--- config.mk ---
export PLATFORM = sky130hd
export DESIGN_NAME = day10_output_writer_flat
export DESIGN_NICKNAME = d
export VERILOG_FILES = /design/src/rtl/day10_output_writer_if.sv /design/src/rtl/day10_output_writer.sv /design/src/flat_wrapper.sv
export SDC_FILE = /design/constraint.sdc
export NUM_CORES = 1
export LEC_CHECK = 0
export CORE_AREA = 10 10 163 165
export DETAILED_ROUTE_END_ITERATION = 8
export DIE_AREA = 0 0 173 175
export PLACE_DENSITY = 0.64
export SYNTH_ARGS = -nofsm -noshare
export SYNTH_HDL_FRONTEND = slang
export SYNTH_SLANG_ARGS = --single-unit
--- constraint.sdc ---
create_clock -name clk -period 6.7 [get_ports clk]
set_input_delay 1.34 -clock clk [delete_from_list [all_inputs] [get_ports clk]]
set_output_delay 1.34 -clock clk [all_outputs]
set_load 0.01 [all_outputs]
--- src/rtl/day10_output_writer_if.sv ---
// 8-bit-or-wider AXI-Stream bundle used by the day10 reader and writer.
interface axi_stream_if #(
  parameter int unsigned DATA_WIDTH = 8
);
  logic                  tvalid;
  logic                  tready;
  logic [DATA_WIDTH-1:0] tdata;
  logic                  tlast;

  modport transmitter (output tvalid, output tdata, output tlast, input tready);
  modport receiver    (input tvalid, input tdata, input tlast, output tready);
endinterface

--- src/rtl/day10_output_writer.sv ---
// Converts one binary result per start into decimal ASCII (MSD first, newline-terminated) on AXI-Stream.
// Optional macro DAY10_OUTPUT_SIGNED_EN: two's-complement input with a leading '-' byte.
module day10_output_writer #(
  parameter int unsigned RESULT_WIDTH   = 64,
  parameter int unsigned AXI_DATA_WIDTH = 8
) (
  input  logic                    clk,
  input  logic                    rst,
  input  logic                    start,
  input  logic [RESULT_WIDTH-1:0] value,
  input  logic                    last_output,
  output logic                    writer_ready,
  output logic                    write_complete,
  axi_stream_if.transmitter       data_out
);

  localparam int unsigned NUM_DIGITS = (RESULT_WIDTH * 30103) / 100000 + 1;
  localparam int unsigned BCD_W      = 4 * NUM_DIGITS;
  localparam int unsigned IDX_W      = $clog2(NUM_DIGITS);
  localparam int unsigned CNT_W      = $clog2(RESULT_WIDTH);
  localparam logic [CNT_W-1:0] LastBit = CNT_W'(RESULT_WIDTH - 1);

  if (AXI_DATA_WIDTH != 8) begin : g_bad_data_width
    $error("day10_output_writer: AXI_DATA_WIDTH must be 8");
  end
  if (RESULT_WIDTH < 4 || RESULT_WIDTH > 64) begin : g_bad_result_width
    $error("day10_output_writer: RESULT_WIDTH must be 4..64");
  end

  typedef enum logic [2:0] {
    StIdle    = 3'd0,
    StConvert = 3'd1,
    StLocate  = 3'd2,
    StEmit    = 3'd3,
`ifdef DAY10_OUTPUT_SIGNED_EN
    StSign    = 3'd5,
`endif
    StNewline = 3'd4
  } state_t;

  state_t                  r_state;
  logic [RESULT_WIDTH-1:0] r_shift;
  logic [BCD_W-1:0]        r_bcd;
  logic [CNT_W-1:0]        r_bit_cnt;
  logic [IDX_W-1:0]        r_idx;
  logic                    r_last;
  logic                    r_write_complete;

  state_t                  w_state_nxt;
  logic [RESULT_WIDTH-1:0] w_shift_nxt;
  logic [BCD_W-1:0]        w_bcd_nxt;
  logic [CNT_W-1:0]        w_bit_cnt_nxt;
  logic [IDX_W-1:0]        w_idx_nxt;
  logic                    w_last_nxt;
  logic                    w_write_complete_nxt;

  logic [BCD_W-1:0]        w_bcd_adj;
  logic [IDX_W-1:0]        w_msd_idx;
  logic [3:0]              w_digit;
  logic                    w_tvalid;
  logic [7:0]              w_tdata;
  logic                    w_tlast;

`ifdef DAY10_OUTPUT_SIGNED_EN
  logic                    r_neg;
  logic                    w_neg_nxt;
`endif

  // Double-dabble correction applied before every shift.
  always_comb begin
    w_bcd_adj = r_bcd;
    for (int unsigned i = 0; i < NUM_DIGITS; i++) begin
      if (r_bcd[4*i +: 4] >= 4'd5) begin
        w_bcd_adj[4*i +: 4] = r_bcd[4*i +: 4] + 4'd3;
      end
    end
  end

  // Highest nonzero digit wins; all-zero falls back to digit 0.
  always_comb begin
    w_msd_idx = '0;
    for (int unsigned i = 0; i < NUM_DIGITS; i++) begin
      if (r_bcd[4*i +: 4] != 4'd0) begin
        w_msd_idx = IDX_W'(i);
      end
    end
  end

  assign w_digit = r_bcd[{r_idx, 2'b00} +: 4];

  always_comb begin
    w_state_nxt          = r_state;
    w_shift_nxt          = r_shift;
    w_bcd_nxt            = r_bcd;
    w_bit_cnt_nxt        = r_bit_cnt;
    w_idx_nxt            = r_idx;
    w_last_nxt           = r_last;
    w_write_complete_nxt = 1'b0;
    w_tvalid             = 1'b0;
    w_tdata              = 8'h00;
    w_tlast              = 1'b0;
`ifdef DAY10_OUTPUT_SIGNED_EN
    w_neg_nxt            = r_neg;
`endif

    case (r_state)
      StIdle: begin
        if (start) begin
          w_state_nxt   = StConvert;
          w_last_nxt    = last_output;
          w_bcd_nxt     = '0;
          w_bit_cnt_nxt = '0;
          w_idx_nxt     = '0;
`ifdef DAY10_OUTPUT_SIGNED_EN
          w_neg_nxt     = value[RESULT_WIDTH-1];
          w_shift_nxt   = value[RESULT_WIDTH-1] ? (~value + 1'b1) : value;
`else
          w_shift_nxt   = value;
`endif
        end
      end

      StConvert: begin
        w_bcd_nxt     = BCD_W'({w_bcd_adj, r_shift[RESULT_WIDTH-1]});
        w_shift_nxt   = r_shift << 1;
        w_bit_cnt_nxt = r_bit_cnt + 1'b1;
        if (r_bit_cnt == LastBit) begin
          w_state_nxt = StLocate;
        end
      end

      StLocate: begin
        w_idx_nxt   = w_msd_idx;
`ifdef DAY10_OUTPUT_SIGNED_EN
        w_state_nxt = r_neg ? StSign : StEmit;
`else
        w_state_nxt = StEmit;
`endif
      end

`ifdef DAY10_OUTPUT_SIGNED_EN
      StSign: begin
        w_tvalid = 1'b1;
        w_tdata  = 8'h2D;
        if (data_out.tready) begin
          w_state_nxt = StEmit;
        end
      end
`endif

      StEmit: begin
        w_tvalid = 1'b1;
        w_tdata  = 8'h30 + {4'h0, w_digit};
        if (data_out.tready) begin
          if (r_idx == '0) begin
            w_state_nxt = StNewline;
          end else begin
            w_idx_nxt = r_idx - 1'b1;
          end
        end
      end

      StNewline: begin
        w_tvalid = 1'b1;
        w_tdata  = 8'h0A;
        w_tlast  = r_last;
        if (data_out.tready) begin
          w_state_nxt          = StIdle;
          w_write_complete_nxt = 1'b1;
        end
      end

      default: begin
        w_state_nxt = StIdle;
      end
    endcase
  end

  always_ff @(posedge clk or posedge rst) begin
    if (rst) begin
      r_state          <= StIdle;
      r_shift          <= '0;
      r_bcd            <= '0;
      r_bit_cnt        <= '0;
      r_idx            <= '0;
      r_last           <= 1'b0;
      r_write_complete <= 1'b0;
`ifdef DAY10_OUTPUT_SIGNED_EN
      r_neg            <= 1'b0;
`endif
    end else begin
      r_state          <= w_state_nxt;
      r_shift          <= w_shift_nxt;
      r_bcd            <= w_bcd_nxt;
      r_bit_cnt        <= w_bit_cnt_nxt;
      r_idx            <= w_idx_nxt;
      r_last           <= w_last_nxt;
      r_write_complete <= w_write_complete_nxt;
`ifdef DAY10_OUTPUT_SIGNED_EN
      r_neg            <= w_neg_nxt;
`endif
    end
  end

  // Stream outputs decode from the state register, so reset drops tvalid immediately.
  assign data_out.tvalid = w_tvalid;
  assign data_out.tdata  = w_tdata;
  assign data_out.tlast  = w_tlast;
  assign writer_ready    = (r_state == StIdle);
  assign write_complete  = r_write_complete;

endmodule

--- src/flat_wrapper.sv ---
// flat-port wrapper written by rule: the top's interface ports become plain ports
module day10_output_writer_flat 
#(
  parameter int unsigned RESULT_WIDTH   = 64,
  parameter int unsigned AXI_DATA_WIDTH = 8
)
  (clk, rst, start, value, last_output, writer_ready, write_complete, data_out_tvalid, data_out_tdata, data_out_tlast, data_out_tready);
  axi_stream_if #(.DATA_WIDTH(8)) data_out_i ();
  input  logic clk;
  input  logic rst;
  input  logic start;
  input  logic [RESULT_WIDTH-1:0] value;
  input  logic last_output;
  output logic writer_ready;
  output logic write_complete;
  output wire logic [$bits(data_out_i.tvalid)-1:0] data_out_tvalid;
  output wire logic [$bits(data_out_i.tdata)-1:0] data_out_tdata;
  output wire logic [$bits(data_out_i.tlast)-1:0] data_out_tlast;
  input wire logic [$bits(data_out_i.tready)-1:0] data_out_tready;
  assign data_out_tvalid = data_out_i.tvalid;
  assign data_out_tdata = data_out_i.tdata;
  assign data_out_tlast = data_out_i.tlast;
  assign data_out_i.tready = data_out_tready;
  day10_output_writer #(.RESULT_WIDTH(RESULT_WIDTH), .AXI_DATA_WIDTH(AXI_DATA_WIDTH)) u_core (.clk(clk), .rst(rst), .start(start), .value(value), .last_output(last_output), .writer_ready(writer_ready), .write_complete(write_complete), .data_out(data_out_i));
endmodule
After elaboration in Yosys (flattened, before gate mapping)

Index checks and enable logic that the tools add are counted.

Flip-flop bits (word level): 160
Input port bits: 69
Output and inout bits: 12
Logic and storage cells: 150

$add $sub $neg: 23
Order comparisons: 20
Equality and inequality tests: 11
Shift operators: 1
Muxes and demuxes: 60
Reductions and logical operators: 28

Operator list:

| operator                                                              | count |
|---|---|
| 80-bit one-hot mux with 2 select lines                                | 1 |
| 64-bit one-hot mux with 2 select lines                                | 1 |
| 4-bit 2-to-1 mux                                                      | 27 |
| 4-bit by 3-bit >= comparator with 1-bit output, second input constant | 20 |
| 80-bit 2-to-1 mux                                                     | 1 |
| 80-bit by 8-bit indexed part select with 4-bit output                 | 1 |
| 4-bit by 2-bit adder with 4-bit output, second input constant         | 19 |
| 4-bit nonzero test                                                    | 19 |
| 64-bit 2-to-1 mux                                                     | 1 |
| 5-bit 2-to-1 mux                                                      | 7 |
| 3-bit 2-to-1 mux                                                      | 10 |
| 8-bit one-hot mux with 2 select lines                                 | 1 |
| 3-bit one-hot mux with 5 select lines                                 | 1 |
| 5-bit one-hot mux with 3 select lines                                 | 1 |
| 6-bit one-hot mux with 2 select lines                                 | 1 |
| 2-bit inequality test, second input constant                          | 4 |
| 6-bit by 4-bit adder with 7-bit output, first input constant          | 1 |
| 6-bit by 1-bit adder with 6-bit output, second input constant         | 1 |
| 3-bit by 2-bit == test with 1-bit output, second input constant       | 2 |
| 6-bit == test, second input constant                                  | 1 |
| 6-bit 2-to-1 mux                                                      | 1 |
| 5-bit zero test                                                       | 1 |
| 1-bit 2-to-1 mux                                                      | 5 |
| 5-bit AND reduction                                                   | 1 |
| other kinds (12)                                                      | 15 |

Depth between registers and ports, before layout

Depth after elaboration: 21
Mapped depth: 10
Mapped depth without buffers: 7

Worst setup path after synthesis

OpenSTA, ideal clock, no wires.

Path kind: register to output
Start: reg u_core.r_idx[0]
End: out data_out_tdata[2]
Arrival time: 1,591 ps
Data required time: 5,360 ps
Setup slack: 3,769 ps
Stages on the path, launching flop included: 7
Path buffers: 3
Path through: dfrtp_1 > buf_2 > buf_6 > buf_6 > mux4_2 > a22oi_1 > nand2_1

Word-level cells in the longest chain between the ends: 3

Ends and longest elaborated chain:

| item                                                  | line                       | text |
|---|---|---|
| from (decl)                                           | day10_output_writer.sv:45  | `logic [IDX_W-1:0] r_idx;` |
| from (signal assigned)                                | day10_output_writer.sv:196 | `r_idx <= w_idx_nxt;` |
| 80-bit by 8-bit indexed part select with 4-bit output | day10_output_writer.sv:89  | `assign w_digit = r_bcd[{r_idx, 2'b00} +: 4];` |
| 6-bit by 4-bit adder with 7-bit output                | day10_output_writer.sv:153 | `w_tdata = 8'h30 + {4'h0, w_digit};` |
| 8-bit one-hot mux with 2 select lines                 | day10_output_writer.sv:106 | `case (r_state)` |
| to (decl)                                             | flat_wrapper.sv:17         | `output wire logic [$bits(data_out_i.tdata)-1:0] data_out_tdata;` |

Every way passes these cells.

Worst setup path after layout

Ends and elaborated chain as after synthesis.

==> impl_metrics.yaml <==
run_status:
  status: "complete, no violations"
synthesis:
  ys.flop_type: "dfrtp_1"
  yosysMostFrequentCell: "dfrtp_1"
  synth_top_cells_by_area: "dfrtp_1 43%, ha_1 5.8%, mux4_2 4.9%"
  yosysWarnings: 0
  synthDistinctLibCells: 52
  synth_top_area_cell: "dfrtp_1"
  syn_avg_cell_area_um2: 9.294
  synth-edff-count: 0
  synth_common_cells: "160 x dfrtp_1, 117 x nand2_1, 89 x o21ai_0"
  netlist_instances: 992
  synth-seq-area-share_pct: 43.43
  syn_area_um2: 9220
  synth.top_cell.area_share_pct: 43.43
  async_flop_share_pct: 100.0
  ys_ff_latch: 160
critical_path:
  start_kind: "flop"
  path_max_fanout: 19
  path_delay_family: "buffers and inverters"
  worstPathArrival_ns: 2.95
  r2r_slack_ns: 3.73
  r2r-start: "u_core.r_state[2]$_DFFE_PP0P_"
  critPathKind: "flop to output pin"
  crit_path_end_kind: "output pin"
  cp.required_ns: 5.36
  crit_chain: "buf_4 > mux4_2 > mux2_2 > a22oi_1 > nand2_1 > clkdlybuf4s50_1"
  crit_buf_inv: 2
  cp_slowest_cell: "mux4_2"
  crit_start: "u_core.r_idx[0]$_DFFE_PP0P_"
  critPathMaxStageDelay_ns: 0.54
power_and_ir_drop:
  p_leak_nw: 4.495
  intPower_mw: 3.105
  switching_share_pct: 44.48
  powerDensity_nw_per_um2: 518.7
  vdd_drop_max_uv: 259.2
  p_clk_share_pct: 17.4
  p_comb_share_pct: 47.8
  power_mw: 5.593
  power_switching_mw: 2.488
  p_seq_share_pct: 34.8
clock_network:
  numCtsBuffers: 17
  cts_resized: 0
  cts_root_buf: "clkbuf_16"
  postCtsSetupBuffers: 0
  clkLatencyLatePin_ns: 0.44
  cts_tree: "built"
  htree_levels: 4
  clk_pin_slew_ns: 0.07
  numClockSinks: 160
  clockBufferDepth: 2
  hold_buffers: 0
sta:
  fin_crit_sh_pct: 63.96
  finalCriticalPeriod_ns: 4.285
  worstMarginPinSlew_ns: 0.9152
  skew_ns: 0.01534
  rsz0062_at_grt: "no"
  setup_tns_ns: 0
  max_freq_mhz: 233.4
  slew_headroom_pct: 38.92
  finalSetupViolCount: 0
  maxSlewViolCount: 0
  hold_violations: 0
  holdWs_ns: 0.4750
detailed_routing:
  routedWlPerCell_um: 16.75
  viasPerCell: 5.483
  ant_nets: 0
  drt_iter0_markers: 480
  drc_errors: 0
  routed_wl_um: 22970
  vias: 7517
  first_pass_iters: 5
cells_and_area:
  diodes: 0
  drive_gt1_share_pct: 7.795
  syn2layout_area_growth_pct: 16.95
  nFillCells: 2270
  final_core_util_pct: 46.35
  fin_nets: 1151
min_path:
  hold_path.startpoint: "u_core.r_last$_DFFE_PP0P_"
  min-delay-path-class: "flop to flop"
global_routing:
  gr-total-overflow: 0
  grt_max_degree: 73
  grt_pass1_vias: 7406
  antenna_found_initial: 0
  grtUsageTotal_pct: 15.14
  grt_pass1_wl_um: 38410
floorplan:
  die_area_um2: 30280
  core-area_um2: 23260
  die_height_um: 175
  io_pins: 81
  floorplan.initialDensity_pct: 39.64
  num_rows: 56
  chipWidth_um: 173
place:
  port_buffers: 78
  place_congestion: 0.8455
  dp_hpwl_um: 15380
job:
  max_cap_viol_count: 0
[routing by layer]
metal / global-route usage (%) / vias up / wire length, um
met5: 0 / - / 0
met4: 5.354 / 0 / 461
met3: 3.923 / 27 / 1464
met2: 23.49 / 201 / 10300
met1: 20.06 / 3628 / 10750
li1: - / 3661 / -
[worst register-to-register path, stage by stage (launching register included)]
cell     delay (ns)
dfrtp_1        0.67
or3b_4         0.63
buf_4          0.51
buf_4          0.65
o31ai_1        0.18
a32o_1         0.23
[sequential cells by signal (all words and copies together), names as in the netlist]
signal                 flops
u_core.r_idx               5
u_core.r_state             3
u_core.r_bcd              80
u_core.r_last              1
u_core.r_bit_cnt           6
u_core.r_shift            64
u_core.write_complete      1
[final timing paths]
| check | endpoint | cells past startpoint |
|---|---|---|
| setup / recovery | data_out_tdata[2] | 6 |
| hold reg to reg | u_core.r_last$_DFFE_PP0P_ | 2 |
| min in group asynchronous | u_core.r_shift[36]$_DFFE_PP0P_ | 2 |
| hold / removal | u_core.r_last$_DFFE_PP0P_ | 2 |
| setup reg to reg | u_core.r_bcd[7]$_DFFE_PP0P_ | 5 |
| max in group asynchronous | u_core.r_bcd[42]$_DFFE_PP0P_ | 3 |
[metrics by stage]
stage                     area (um2)  setup WS, ns  instances
after detailed placement       10190         2.848       1339
after global placement         10190         2.865       1339
after global routing           10780         2.261       1371
after CTS                      10780         2.377       1371
final                          10780         2.415       1371
after floorplan                 9224         1.040        993
[cells by family (layout without fill, tap and decap cells)]
kind of cell | count (synthesis) | in the layout | synth area share, %
XOR/XNOR | 24 | 24 | 2.280
AND/OR/NAND/NOR | 344 | 344 | 18.28
adder cells (fa/ha/maj) | 43 | 43 | 5.835
flip-flops | 160 | 160 | 43.43
AO/OA/AOI/OAI | 291 | 291 | 19.72
multiplexers | 22 | 22 | 5.130
buffers and inverters | 107 | 166 | 5.292
other | 1 | 2 | 0.04067
[power groups by stage]
stage | clock (mW) | combinational [mW] | sequential (mW)
after floorplan | 0 | 2.25 | 1.74
after global placement | 0 | 2.61 | 1.94
after detailed placement | 0 | 2.69 | 1.95
after CTS | 0.993 | 2.70 | 1.94
after global routing | 1.04 | 3.06 | 2.02
final | 0.973 | 2.67 | 1.95
[final cells by class]
class | instances | area, um2 | area share (%)
clock buffer | 17 | 425.4 | 3.945
clock inverter | 15 | 170.2 | 1.578
inverter | 46 | 177.7 | 1.648
multi-input combinational | 726 | 4751 | 44.06
sequential | 160 | 4004 | 37.13
tap | 319 | 399.1 | 3.702
timing repair buffer | 88 | 855.8 | 7.937
[cells in the final DEF (no fill, tap or decap), types with 10 or more instances in the layout]
master,count
dfrtp_1,160
nor3b_1,29
ha_1,43
mux4_2,20
clkdlybuf4s50_1,78
a22oi_1,48
nand2b_1,20
o31ai_1,22
buf_4,10
a21oi_1,66
nand2_1,116
o21ai_0,89
o22ai_1,22
xnor2_1,20
nand3_1,66
clkbuf_16,17
nor2_1,78
inv_1,45
a32o_1,20
Power figures use the tool's default switching activity.
